==> src/rtl/uart_v2_pkg.sv <==
// Shared constants and FSM state encodings for uart_core_v2.
// UART_PARITY_EN adds the PARITY state to both FSMs.
package uart_v2_pkg;

    localparam int OVERSAMPLE = 16;
    localparam int START_MID  = 7;

    typedef enum logic [2:0] {
        RX_IDLE,
        RX_START,
        RX_DATA,
`ifdef UART_PARITY_EN
        RX_PARITY,
`endif
        RX_STOP
    } rx_state_t;

    typedef enum logic [2:0] {
        TX_IDLE,
        TX_START,
        TX_DATA,
`ifdef UART_PARITY_EN
        TX_PARITY,
`endif
        TX_STOP
    } tx_state_t;

endpackage

==> src/rtl/uart_fifo_fwft.sv <==
// First-word-fall-through FIFO with occupancy count; depth 2^W words of B bits.
// r_data shows the head word and reads as zero while the FIFO is empty.
module uart_fifo_fwft #(
    parameter int B = 8,
    parameter int W = 2
) (
    input  logic         clk,
    input  logic         reset,
    input  logic         rd,
    input  logic         wr,
    input  logic [B-1:0] w_data,
    output logic [B-1:0] r_data,
    output logic         empty,
    output logic         full,
    output logic [W:0]   count
);

    localparam logic [W:0] DEPTH = {1'b1, {W{1'b0}}};

    logic [B-1:0] mem [2**W];
    logic [W-1:0] wr_ptr;
    logic [W-1:0] rd_ptr;
    logic         do_wr;
    logic         do_rd;

    assign empty  = (count == '0);
    assign full   = (count == DEPTH);
    assign do_rd  = rd && !empty;
    // A write into a full FIFO is allowed only when a read frees the head slot in the same cycle.
    assign do_wr  = wr && (!full || rd);
    assign r_data = empty ? '0 : mem[rd_ptr];

    always_ff @(posedge clk or negedge reset) begin
        if (!reset) begin
            wr_ptr <= '0;
            rd_ptr <= '0;
            count  <= '0;
        end else begin
            if (do_wr)
                wr_ptr <= wr_ptr + 1'b1;
            if (do_rd)
                rd_ptr <= rd_ptr + 1'b1;
            case ({do_wr, do_rd})
                2'b10:   count <= count + 1'b1;
                2'b01:   count <= count - 1'b1;
                default: count <= count;
            endcase
        end
    end

    always_ff @(posedge clk) begin
        if (do_wr)
            mem[wr_ptr] <= w_data;
    end

endmodule

==> src/rtl/uart_core_v2.sv <==
// 16x-oversampled UART with programmable baud divisor, FWFT FIFOs and sticky error flags.
// Define UART_PARITY_EN to add a parity bit (parity_odd in, parity_err out).
module uart_core_v2 #(
    parameter int DBIT     = 8,
    parameter int SB_TICK  = 16,
    parameter int DVSR_BIT = 16,
    parameter int FIFO_W   = 2
) (
    input  logic                clk,
    input  logic                reset,
    input  logic [DVSR_BIT-1:0] baud_div,
    input  logic                rx,
    output logic                tx,
    input  logic                wr_uart,
    input  logic [DBIT-1:0]     w_data,
    input  logic                rd_uart,
    output logic [DBIT-1:0]     r_data,
    output logic                tx_full,
    output logic                tx_empty,
    output logic                rx_full,
    output logic                rx_empty,
    output logic [FIFO_W:0]     tx_count,
    output logic [FIFO_W:0]     rx_count,
    output logic                tx_busy,
    output logic                frame_err,
`ifdef UART_PARITY_EN
    input  logic                parity_odd,
    output logic                parity_err,
`endif
    output logic                overrun_err,
    input  logic                err_clr
);

    import uart_v2_pkg::*;

    logic [DVSR_BIT-1:0] baud_cnt, div_q, div_eff;
    logic                tick;
    logic                rx_meta, rx_sync;

    rx_state_t           rx_state, rx_state_next;
    logic [5:0]          rx_s, rx_s_next, rx_n, rx_n_next;
    logic [DBIT-1:0]     rx_b, rx_b_next;
    logic                rx_stop_tick, rx_par_bad, rx_wr;
    logic                frame_set, overrun_set;

    tx_state_t           tx_state, tx_state_next;
    logic [5:0]          tx_s, tx_s_next, tx_n, tx_n_next;
    logic [DBIT-1:0]     tx_b, tx_b_next, tx_head;
    logic                tx_rd, tx_line;

    // The divisor is latched at each wrap so a new baud_div never truncates a running period.
    assign div_eff = (baud_div == '0) ? DVSR_BIT'(1) : baud_div;
    assign tick    = (baud_cnt == div_q - 1'b1);

    always_ff @(posedge clk or negedge reset) begin
        if (!reset) begin
            baud_cnt <= '0;
            div_q    <= DVSR_BIT'(1);
            rx_meta  <= 1'b1;
            rx_sync  <= 1'b1;
        end else begin
            baud_cnt <= tick ? '0 : baud_cnt + 1'b1;
            if (tick)
                div_q <= div_eff;
            rx_meta <= rx;
            rx_sync <= rx_meta;
        end
    end

    uart_fifo_fwft #(.B(DBIT), .W(FIFO_W)) tx_fifo (
        .clk(clk), .reset(reset), .rd(tx_rd), .wr(wr_uart), .w_data(w_data),
        .r_data(tx_head), .empty(tx_empty), .full(tx_full), .count(tx_count)
    );

    uart_fifo_fwft #(.B(DBIT), .W(FIFO_W)) rx_fifo (
        .clk(clk), .reset(reset), .rd(rd_uart), .wr(rx_wr), .w_data(rx_b),
        .r_data(r_data), .empty(rx_empty), .full(rx_full), .count(rx_count)
    );

    always_ff @(posedge clk or negedge reset) begin
        if (!reset) begin
            rx_state <= RX_IDLE;
            rx_s     <= '0;
            rx_n     <= '0;
            rx_b     <= '0;
        end else begin
            rx_state <= rx_state_next;
            rx_s     <= rx_s_next;
            rx_n     <= rx_n_next;
            rx_b     <= rx_b_next;
        end
    end

    // START re-samples at mid-bit so a short low glitch drops back to IDLE.
    always_comb begin
        rx_state_next = rx_state;
        rx_s_next     = rx_s;
        rx_n_next     = rx_n;
        rx_b_next     = rx_b;
        rx_stop_tick  = 1'b0;
        case (rx_state)
            RX_IDLE:
                if (!rx_sync) begin
                    rx_state_next = RX_START;
                    rx_s_next     = '0;
                end
            RX_START:
                if (tick) begin
                    if (rx_s == 6'(START_MID)) begin
                        rx_s_next     = '0;
                        rx_n_next     = '0;
                        rx_state_next = rx_sync ? RX_IDLE : RX_DATA;
                    end else
                        rx_s_next = rx_s + 1'b1;
                end
            RX_DATA:
                if (tick) begin
                    if (rx_s == 6'(OVERSAMPLE - 1)) begin
                        rx_s_next = '0;
                        rx_b_next = DBIT'({rx_sync, rx_b} >> 1);
                        if (rx_n == 6'(DBIT - 1))
`ifdef UART_PARITY_EN
                            rx_state_next = RX_PARITY;
`else
                            rx_state_next = RX_STOP;
`endif
                        else
                            rx_n_next = rx_n + 1'b1;
                    end else
                        rx_s_next = rx_s + 1'b1;
                end
`ifdef UART_PARITY_EN
            RX_PARITY:
                if (tick) begin
                    if (rx_s == 6'(OVERSAMPLE - 1)) begin
                        rx_s_next     = '0;
                        rx_state_next = RX_STOP;
                    end else
                        rx_s_next = rx_s + 1'b1;
                end
`endif
            RX_STOP:
                if (tick) begin
                    if (rx_s == 6'(SB_TICK - 1)) begin
                        rx_stop_tick  = 1'b1;
                        rx_state_next = RX_IDLE;
                    end else
                        rx_s_next = rx_s + 1'b1;
                end
            default: rx_state_next = RX_IDLE;
        endcase
    end

    always_comb begin
        frame_set   = rx_stop_tick && !rx_sync;
        overrun_set = rx_stop_tick && rx_sync && !rx_par_bad && rx_full;
        rx_wr       = rx_stop_tick && rx_sync && !rx_par_bad && !rx_full;
    end

    // Setting a flag wins over a simultaneous err_clr.
    always_ff @(posedge clk or negedge reset) begin
        if (!reset) begin
            frame_err   <= 1'b0;
            overrun_err <= 1'b0;
        end else begin
            frame_err   <= frame_set | (frame_err & ~err_clr);
            overrun_err <= overrun_set | (overrun_err & ~err_clr);
        end
    end

`ifdef UART_PARITY_EN
    logic rx_p, tx_p;

    assign rx_par_bad = (^{rx_b, rx_p}) ^ parity_odd;

    always_ff @(posedge clk or negedge reset) begin
        if (!reset) begin
            rx_p       <= 1'b0;
            tx_p       <= 1'b0;
            parity_err <= 1'b0;
        end else begin
            if (rx_state == RX_PARITY && tick && rx_s == 6'(OVERSAMPLE - 1))
                rx_p <= rx_sync;
            if (tx_rd)
                tx_p <= (^tx_head) ^ parity_odd;
            parity_err <= (rx_stop_tick && rx_sync && rx_par_bad) | (parity_err & ~err_clr);
        end
    end
`else
    assign rx_par_bad = 1'b0;
`endif

    always_ff @(posedge clk or negedge reset) begin
        if (!reset) begin
            tx_state <= TX_IDLE;
            tx_s     <= '0;
            tx_n     <= '0;
            tx_b     <= '0;
            tx       <= 1'b1;
        end else begin
            tx_state <= tx_state_next;
            tx_s     <= tx_s_next;
            tx_n     <= tx_n_next;
            tx_b     <= tx_b_next;
            tx       <= tx_line;
        end
    end

    // Leaving IDLE only on a tick makes the start bit a full 16 ticks long.
    always_comb begin
        tx_state_next = tx_state;
        tx_s_next     = tx_s;
        tx_n_next     = tx_n;
        tx_b_next     = tx_b;
        case (tx_state)
            TX_IDLE:
                if (tick && !tx_empty) begin
                    tx_state_next = TX_START;
                    tx_s_next     = '0;
                    tx_b_next     = tx_head;
                end
            TX_START:
                if (tick) begin
                    if (tx_s == 6'(OVERSAMPLE - 1)) begin
                        tx_s_next     = '0;
                        tx_n_next     = '0;
                        tx_state_next = TX_DATA;
                    end else
                        tx_s_next = tx_s + 1'b1;
                end
            TX_DATA:
                if (tick) begin
                    if (tx_s == 6'(OVERSAMPLE - 1)) begin
                        tx_s_next = '0;
                        tx_b_next = tx_b >> 1;
                        if (tx_n == 6'(DBIT - 1))
`ifdef UART_PARITY_EN
                            tx_state_next = TX_PARITY;
`else
                            tx_state_next = TX_STOP;
`endif
                        else
                            tx_n_next = tx_n + 1'b1;
                    end else
                        tx_s_next = tx_s + 1'b1;
                end
`ifdef UART_PARITY_EN
            TX_PARITY:
                if (tick) begin
                    if (tx_s == 6'(OVERSAMPLE - 1)) begin
                        tx_s_next     = '0;
                        tx_state_next = TX_STOP;
                    end else
                        tx_s_next = tx_s + 1'b1;
                end
`endif
            TX_STOP:
                if (tick) begin
                    if (tx_s == 6'(SB_TICK - 1))
                        tx_state_next = TX_IDLE;
                    else
                        tx_s_next = tx_s + 1'b1;
                end
            default: tx_state_next = TX_IDLE;
        endcase
    end

    always_comb begin
        tx_rd   = (tx_state == TX_IDLE) && tick && !tx_empty;
        tx_busy = (tx_state != TX_IDLE);
        tx_line = 1'b1;
        case (tx_state)
            TX_START:  tx_line = 1'b0;
            TX_DATA:   tx_line = tx_b[0];
`ifdef UART_PARITY_EN
            TX_PARITY: tx_line = tx_p;
`endif
            default:   tx_line = 1'b1;
        endcase
    end

endmodule
==> config.mk <==
export PLATFORM = sky130hd
export DESIGN_NAME = uart_core_v2
export DESIGN_NICKNAME = d
export VERILOG_FILES = /design/src/rtl/uart_v2_pkg.sv /design/src/rtl/uart_fifo_fwft.sv /design/src/rtl/uart_core_v2.sv
export SDC_FILE = /design/constraint.sdc
export NUM_CORES = 1
export LEC_CHECK = 0
export BUFFER_PORTS_ARGS = -buffer_cell sky130_fd_sc_hd__buf_2
export CAP_MARGIN = 10
export CORE_MARGIN = 1.5
export CORE_UTILIZATION = 60
export CTS_BUF_LIST = sky130_fd_sc_hd__clkbuf_8
export DETAILED_ROUTE_END_ITERATION = 10
export PLACE_DENSITY = 0.87
export SLEW_MARGIN = 15
export SYNTH_ARGS = -nofsm -noshare
export SYNTH_HDL_FRONTEND = slang
export SYNTH_SLANG_ARGS = --single-unit
==> constraint.sdc <==
create_clock -name clk -period 11.2 [get_ports clk]
set_input_delay 2.24 -clock clk [delete_from_list [all_inputs] [get_ports clk]]
set_output_delay 2.24 -clock clk [all_outputs]
set_load 0.1 [all_outputs]
==> impl_metrics.toml, run 1 <==
[timing]
period_share = 0.4042
finalSetupViolations = 0
tightest_slew_ps = 1121
fmax_ghz = 0.2209
slew_viol_final = 0
setup_tns_ps = 0
finalCriticalPeriod_ps = 4527
final.setup_skew_ps = 13.21
rsz0062_at_grt = "false"
relSlewSlack = 0.2507
finalHoldViolCount = 0

[detailed_routing]
wirelength_microns = 14740
firstDrtPassIters = 5
wl_per_cell_microns = 16.78
drt_iter0_markers = 361
drc = 0
route.vias.total = 5215
viasPerCell = 5.940
ant_nets = 0

[critical_path]
worst-r2r-cell-count = 14
worst-path-buf-inv = 1
startpoint_type = "flip-flop"
crit_fanout = 10
cp_top_family = "simple AND/OR/NAND/NOR gates"
required_ps = 8960
r2r_end = "rx_fifo.count[1]$_DFFE_PN0P_"
crit_start = "rx_fifo.count[0]$_DFFE_PN0P_"
cpMaxStageDelayCell = "nor3_1"
path_cells = "nor3_1 -> buf_2"
slowest_delay_ps = 820
reg2reg_slack_ps = 6690
cp.arrival_ps = 2290
r2r_start = "div_q[1]$_DFFE_PN0N_"
worst-setup-path-type = "reg2out"
critPathCaptureType = "output pin"

[cells_and_area]
postLayoutCoreUtil = 0.6755
nFillCells = 880
postLayoutCellArea_sq_mm = 0.008559
fin_nets = 751
drive_gt1_frac = 0.1983
final_cells = 878
diodes = 0
synthToLayoutAreaGrowth_pct = 9.667

[cts]
htree_levels = 4
clock_latency_ps = 460
cts_tree = "done"
clock_sinks = 159
clk_pin_slew_ps = 90
clk_root_buffer_cell = "clkbuf_8"
postCtsSetupBuffers = 0
clock_path_buffers = 2
numCtsBuffers = 17
cts_resized = 0
hold_buffers = 0

[grt]
grt_first_pass_wirelength_microns = 24260
grt-ovfl-total = 0
use_met2 = 0.4008
use_met3 = 0.05046
antenna_found_initial = 0
grt_max_degree = 52
gr-usage-met1 = 0.2919
grt_pass1_vias = 5164
grtUsageTotal = 0.2359
grt-busiest-layer = "met2"

[synth]
yosys_warnings = 0
ys_seq_area_frac = 0.5515
synth_edf_count = 64
avgSynthCellArea_sq_um = 12.08
synth_top_area_cell = "dfrtp_1"
ys_seq_elements = 159
synth.cell_area_sq_mm = 0.007805
yosysMostFrequentCell = "dfrtp_1"
async_flop_share = 0.5975
syn_inst = 646
synth_cell_types = 65
synth_common_cells = "91 x dfrtp_1, 64 x edfxtp_1, 41 x nand2_1"
synth.top_cells.by_area = "dfrtp_1 29%, edfxtp_1 25%, mux4_2 4.6%"
synth.net_count = 704
ys.flop_type = "dfrtp_1"
yosys.area.top_type_share = 0.2918

[power_and_ir_drop]
p_leak_uw = 0.003360
cellPowerDensity_mw_per_mm2 = 203.8
vdd_drop_max_mv = 0.1691
p_total_uw = 1744

[min_path]
holdPathStages = 0
hold_end = "rx_sync$_DFF_PN1_"
hold_start = "rx_meta$_DFF_PN1_"
hold_path_class = "reg2reg"

[place]
io_buffers = 51
gp_congestion = 0.9473
dpl_cell_area_sq_mm = 0.008180
dp.cells = 846
dpl.hpwl_microns = 10570

[floorplanning]
coreArea_sq_mm = 0.01267
rows = 41
die_h_microns = 117.1
dieWidth_microns = 117.1
initial_utilization = 0.6160
die-area_sq_mm = 0.01370
io_pins = 52

[run_status]
status = "finished, final reports clean"

[job]
max_cap_viol_count = 0
metrics by stage:
stage / hold slack [ps] / setup slack (ps)
6_report: 358.9 / 6673
5_1_grt: 362.9 / 6431
4_1_cts: 360.8 / 6620
3_5_place_dp: 348.7 / 6849
3_3_place_gp: 348.6 / 6968
2_1_floorplan: 345.2 / 4098
worst max path at each step:
stage	end	slack, ps	depth (start not counted)
2_1_floorplan	r_data[0]	4100	2
3_5_place_dp	rx_fifo.count[1]$_DFFE_PN0P_	6850	14
3_3_place_gp	rx_fifo.count[1]$_DFFE_PN0P_	6970	14
6_report	rx_empty	6670	2
5_1_grt	rx_fifo.count[1]$_DFFE_PN0P_	6430	14
4_1_cts	rx_empty	6620	2
cell families after synthesis:
logic type	Yosys count	share of synthesized area
simple gates	207	0.1419
flops	159	0.5515
compound gates	102	0.09186
buf+inv	60	0.03078
xor+xnor	47	0.05274
mux	43	0.08448
fa+ha+maj	28	0.04681
sequential cells by signal, summed over array words and instances, names as in the netlist, 6 cells and up:
register,cells
tx_n,6
tx_fifo.mem,32
div_q,16
baud_cnt,16
rx_n,6
rx_fifo.mem,32
rx_b,8
rx_s,6
tx_s,6
tx_b,8
per-layer routing:
| layer | wire length, microns | vias to the layer above | part of all wire |
|---|---|---|---|
| li1 | - | 2457 | - |
| met1 | 6073 | 2577 | 0.41 |
| met2 | 7634 | 155 | 0.52 |
| met3 | 721 | 26 | 0.049 |
| met4 | 306 | 0 | 0.021 |
| met5 | 0 | - | 0 |
cell type report:
cell class,instances,area (sq um),area share
flip-flops and latches,159,4304,0.5029
multi-input cells,427,3261,0.3809
repair buffers,52,265.3,0.03099
clock buffers,17,234.0,0.02734
well taps,172,215.2,0.02514
clock inverters,15,145.1,0.01696
inverters,36,135.1,0.01579
report_power, final:
| group | switching (uW) | internal, uW | leakage, uW |
|---|---|---|---|
| logic | 443 | 153 | 0.00145 |
| clock network | 222 | 182 | 0.000189 |
| registers | 67.0 | 678 | 0.00172 |
worst register-to-register path, cell delays in order (launching register included):
cell and delay, ps:
dfrtp_1 440, inv_1 100, ha_1 270, or3b_1 450, o31ai_1 330, a21oi_1 100
a311oi_1 420, o221ai_1 430, nor4_1 540, and3_1 350, inv_1 70, ha_1 200
inv_1 80, fa_1 420, o21ai_0 220
placed cells by master, fill, tap and decap left out, types with 5 or more instances in the layout:
| master | instances |
|---|---|
| xor2_1 | 26 |
| nor3_1 | 17 |
| mux4_2 | 16 |
| ha_1 | 26 |
| inv_1 | 36 |
| o31ai_1 | 7 |
| nand3_1 | 22 |
| xnor2_1 | 21 |
| buf_2 | 50 |
| and3_1 | 9 |
| or3_1 | 8 |
| nor2_1 | 36 |
| and2_1 | 9 |
| nor2b_1 | 18 |
| o21ai_0 | 29 |
| clkbuf_8 | 17 |
| a31oi_1 | 6 |
| o211ai_1 | 5 |
| nor4_1 | 13 |
| a22oi_1 | 8 |
| a21oi_1 | 5 |
| nand2_1 | 41 |
| mux2_2 | 21 |
| dfrtp_1 | 91 |
| o21ai_1 | 6 |
| inv_6 | 8 |
| nand2b_1 | 6 |
| a21o_1 | 6 |
| edfxtp_1 | 64 |
Power figures use the tool's default switching activity.
==> run 2, diff against run 1 <==
- clock period: 11.2 -> 4.57 ns (I/O delays scaled with it)
==> run 2 against run 1 <==
  * Clock-buffer cell count did not move
  * Cell count rose by 0.11%
  * Combinational power rose by 150%
  * Power rose to 2.5 times the previous value
  * Non-clock buffer count rose by 1
  * Utilization rose by 0.68 points
==> impl_metrics.toml, run 2 (synthesis results as in run 1) <==
[grt]
grtUsageTotal = 0.2433
grt-busiest-layer = "met2"
grt_pass1_vias = 5166
grt-ovfl-total = 0
use_met3 = 0.05819
use_met2 = 0.4117
grt_max_degree = 68
grt_first_pass_wirelength_microns = 24790
gr-usage-met1 = 0.3006
antenna_found_initial = 0

[detailed_routing]
wl_per_cell_microns = 17.53
drc = 0
ant_nets = 0
route.vias.total = 5257
drt_iter0_markers = 378
viasPerCell = 5.981
firstDrtPassIters = 5
wirelength_microns = 15410

[place]
gp_congestion = 0.9187
io_buffers = 51
dp.cells = 847
dpl.hpwl_microns = 11030

[power_and_ir_drop]
p_int_uw = 2638
comb_power_share = 0.330
netSwitchingFraction = 0.4065
seq_power_share = 0.412
power_frac_clock = 0.258
vdd_drop_max_mv = 0.3515
p_total_uw = 4445
cellPowerDensity_mw_per_mm2 = 514.1
p_leak_uw = 0.003397
power_switching_uw = 1807

[job]
max_cap_viol_count = 0

[floorplanning]
dieWidth_microns = 117.1
die-area_sq_mm = 0.01370
die_h_microns = 117.1
initial_utilization = 0.6160
coreArea_sq_mm = 0.01267
io_pins = 52
rows = 41

[critical_path]
r2r_end = "tx_fifo.count[2]$_DFFE_PN0P_"
startpoint_type = "flip-flop"
cp.arrival_ps = 4470
worst-r2r-cell-count = 17
reg2reg_slack_ps = 460
crit_fanout = 7
critPathCaptureType = "flip-flop"
crit_start = "div_q[1]$_DFFE_PN0N_"
worst-setup-path-type = "reg2reg"
r2r_start = "div_q[1]$_DFFE_PN0N_"
required_ps = 4930

[timing]
tightest_slew_ps = 920.6
period_share = 0.8990
finalHoldViolCount = 0
rsz0062_at_grt = "false"
final.setup_skew_ps = 13.22
slew_viol_final = 0
relSlewSlack = 0.3836
fmax_ghz = 0.2434
finalCriticalPeriod_ps = 4108
finalSetupViolations = 0
setup_tns_ps = 0

[cells_and_area]
nFillCells = 906
synthToLayoutAreaGrowth_pct = 10.77
drive_gt1_frac = 0.2023
postLayoutCoreUtil = 0.6823
final_cells = 879
fin_nets = 752
layout_common_cells = "91 x dfrtp_1, 64 x edfxtp_1, 50 x buf_2"
final_common_cell = "dfrtp_1"
diodes = 0
top_regs = "rx_fifo.mem (32), tx_fifo.mem (32)"

[cts]
clk_root_buffer_cell = "clkbuf_8"
clk_pin_slew_ps = 90
cts_tree = "done"
postCtsSetupBuffers = 0
htree_levels = 4
clock_sinks = 159
clock_path_buffers = 2
hold_buffers = 0
numCtsBuffers = 17
clock_latency_ps = 470

[min_path]
hold_end = "rx_sync$_DFF_PN1_"
holdPathStages = 0
hold_path_class = "reg2reg"
hold_start = "rx_meta$_DFF_PN1_"

[run_status]
status = "finished, final reports clean"
run 2: repair_timing:
item | in CTS | in global routing
resized for setup | 0 | 2
endpoints found under the hold margin | 0 | 0
setup endpoints to repair | 0 | 3
run 2: through the flow:
stage	hold WS, ps	area [sq um]	setup slack [ps]
final	360.6	8646	461.6
after global routing	365.3	8646	92.81
after CTS	362.9	8633	298.9
after detailed placement	349.5	8193	396.7
after global placement	347.5	8193	595.3
after floorplan	345.2	7810	290.3
run 2: per-layer routing:
metal / vias to the layer above / routed length (microns)
met5: - / 0
met4: 0 / 319
met3: 32 / 865
met2: 169 / 7973
met1: 2602 / 6247
li1: 2454 / -
run 2: how the worst max path moves through the flow:
| stage | end | slack, ps | cells after the start |
|---|---|---|---|
| floorplan | r_data[0] | 290 | 2 |
| detailed placement | tx_fifo.count[2]$_DFFE_PN0P_ | 400 | 17 |
| finish | tx_fifo.count[2]$_DFFE_PN0P_ | 460 | 17 |
| CTS | rx_fifo.count[1]$_DFFE_PN0P_ | 300 | 14 |
| global route | tx_fifo.count[2]$_DFFE_PN0P_ | 90 | 17 |
| global placement | rx_fifo.count[2]$_DFFE_PN0P_ | 600 | 16 |
run 2: power by group through the flow:
stage / clock [uW] / combinational, uW / sequential [uW]
3_3_place_gp: 0 / 1420 / 1840
4_1_cts: 1160 / 1480 / 1830
5_1_grt: 1220 / 1570 / 1850
2_1_floorplan: 0 / 1030 / 2000
6_report: 1150 / 1470 / 1830
3_5_place_dp: 0 / 1470 / 1860
run 2: cell type report:
class,instances,area [sq um],share of cell area
Sequential cell,159,4304,0.4978
Multi-Input combinational cell,427,3278,0.3792
Timing Repair Buffer,53,272.8,0.03155
Clock buffer,17,234.0,0.02706
Tap cell,172,215.2,0.02489
Clock inverter,15,206.4,0.02388
Inverter,36,135.1,0.01563
run 2: worst max-delay path: stages (launching register included):
cell,delay [ps]
dfrtp_1,450
inv_1,90
ha_1,270
or3b_1,440
o31ai_1,310
a21oi_1,110
a311oi_1,400
o221ai_2,270
nor2_4,240
nand3_1,170
a21boi_2,330
inv_1,80
ha_1,210
inv_1,80
fa_1,180
xor2_1,160
nor2_1,70
xor2_1,140
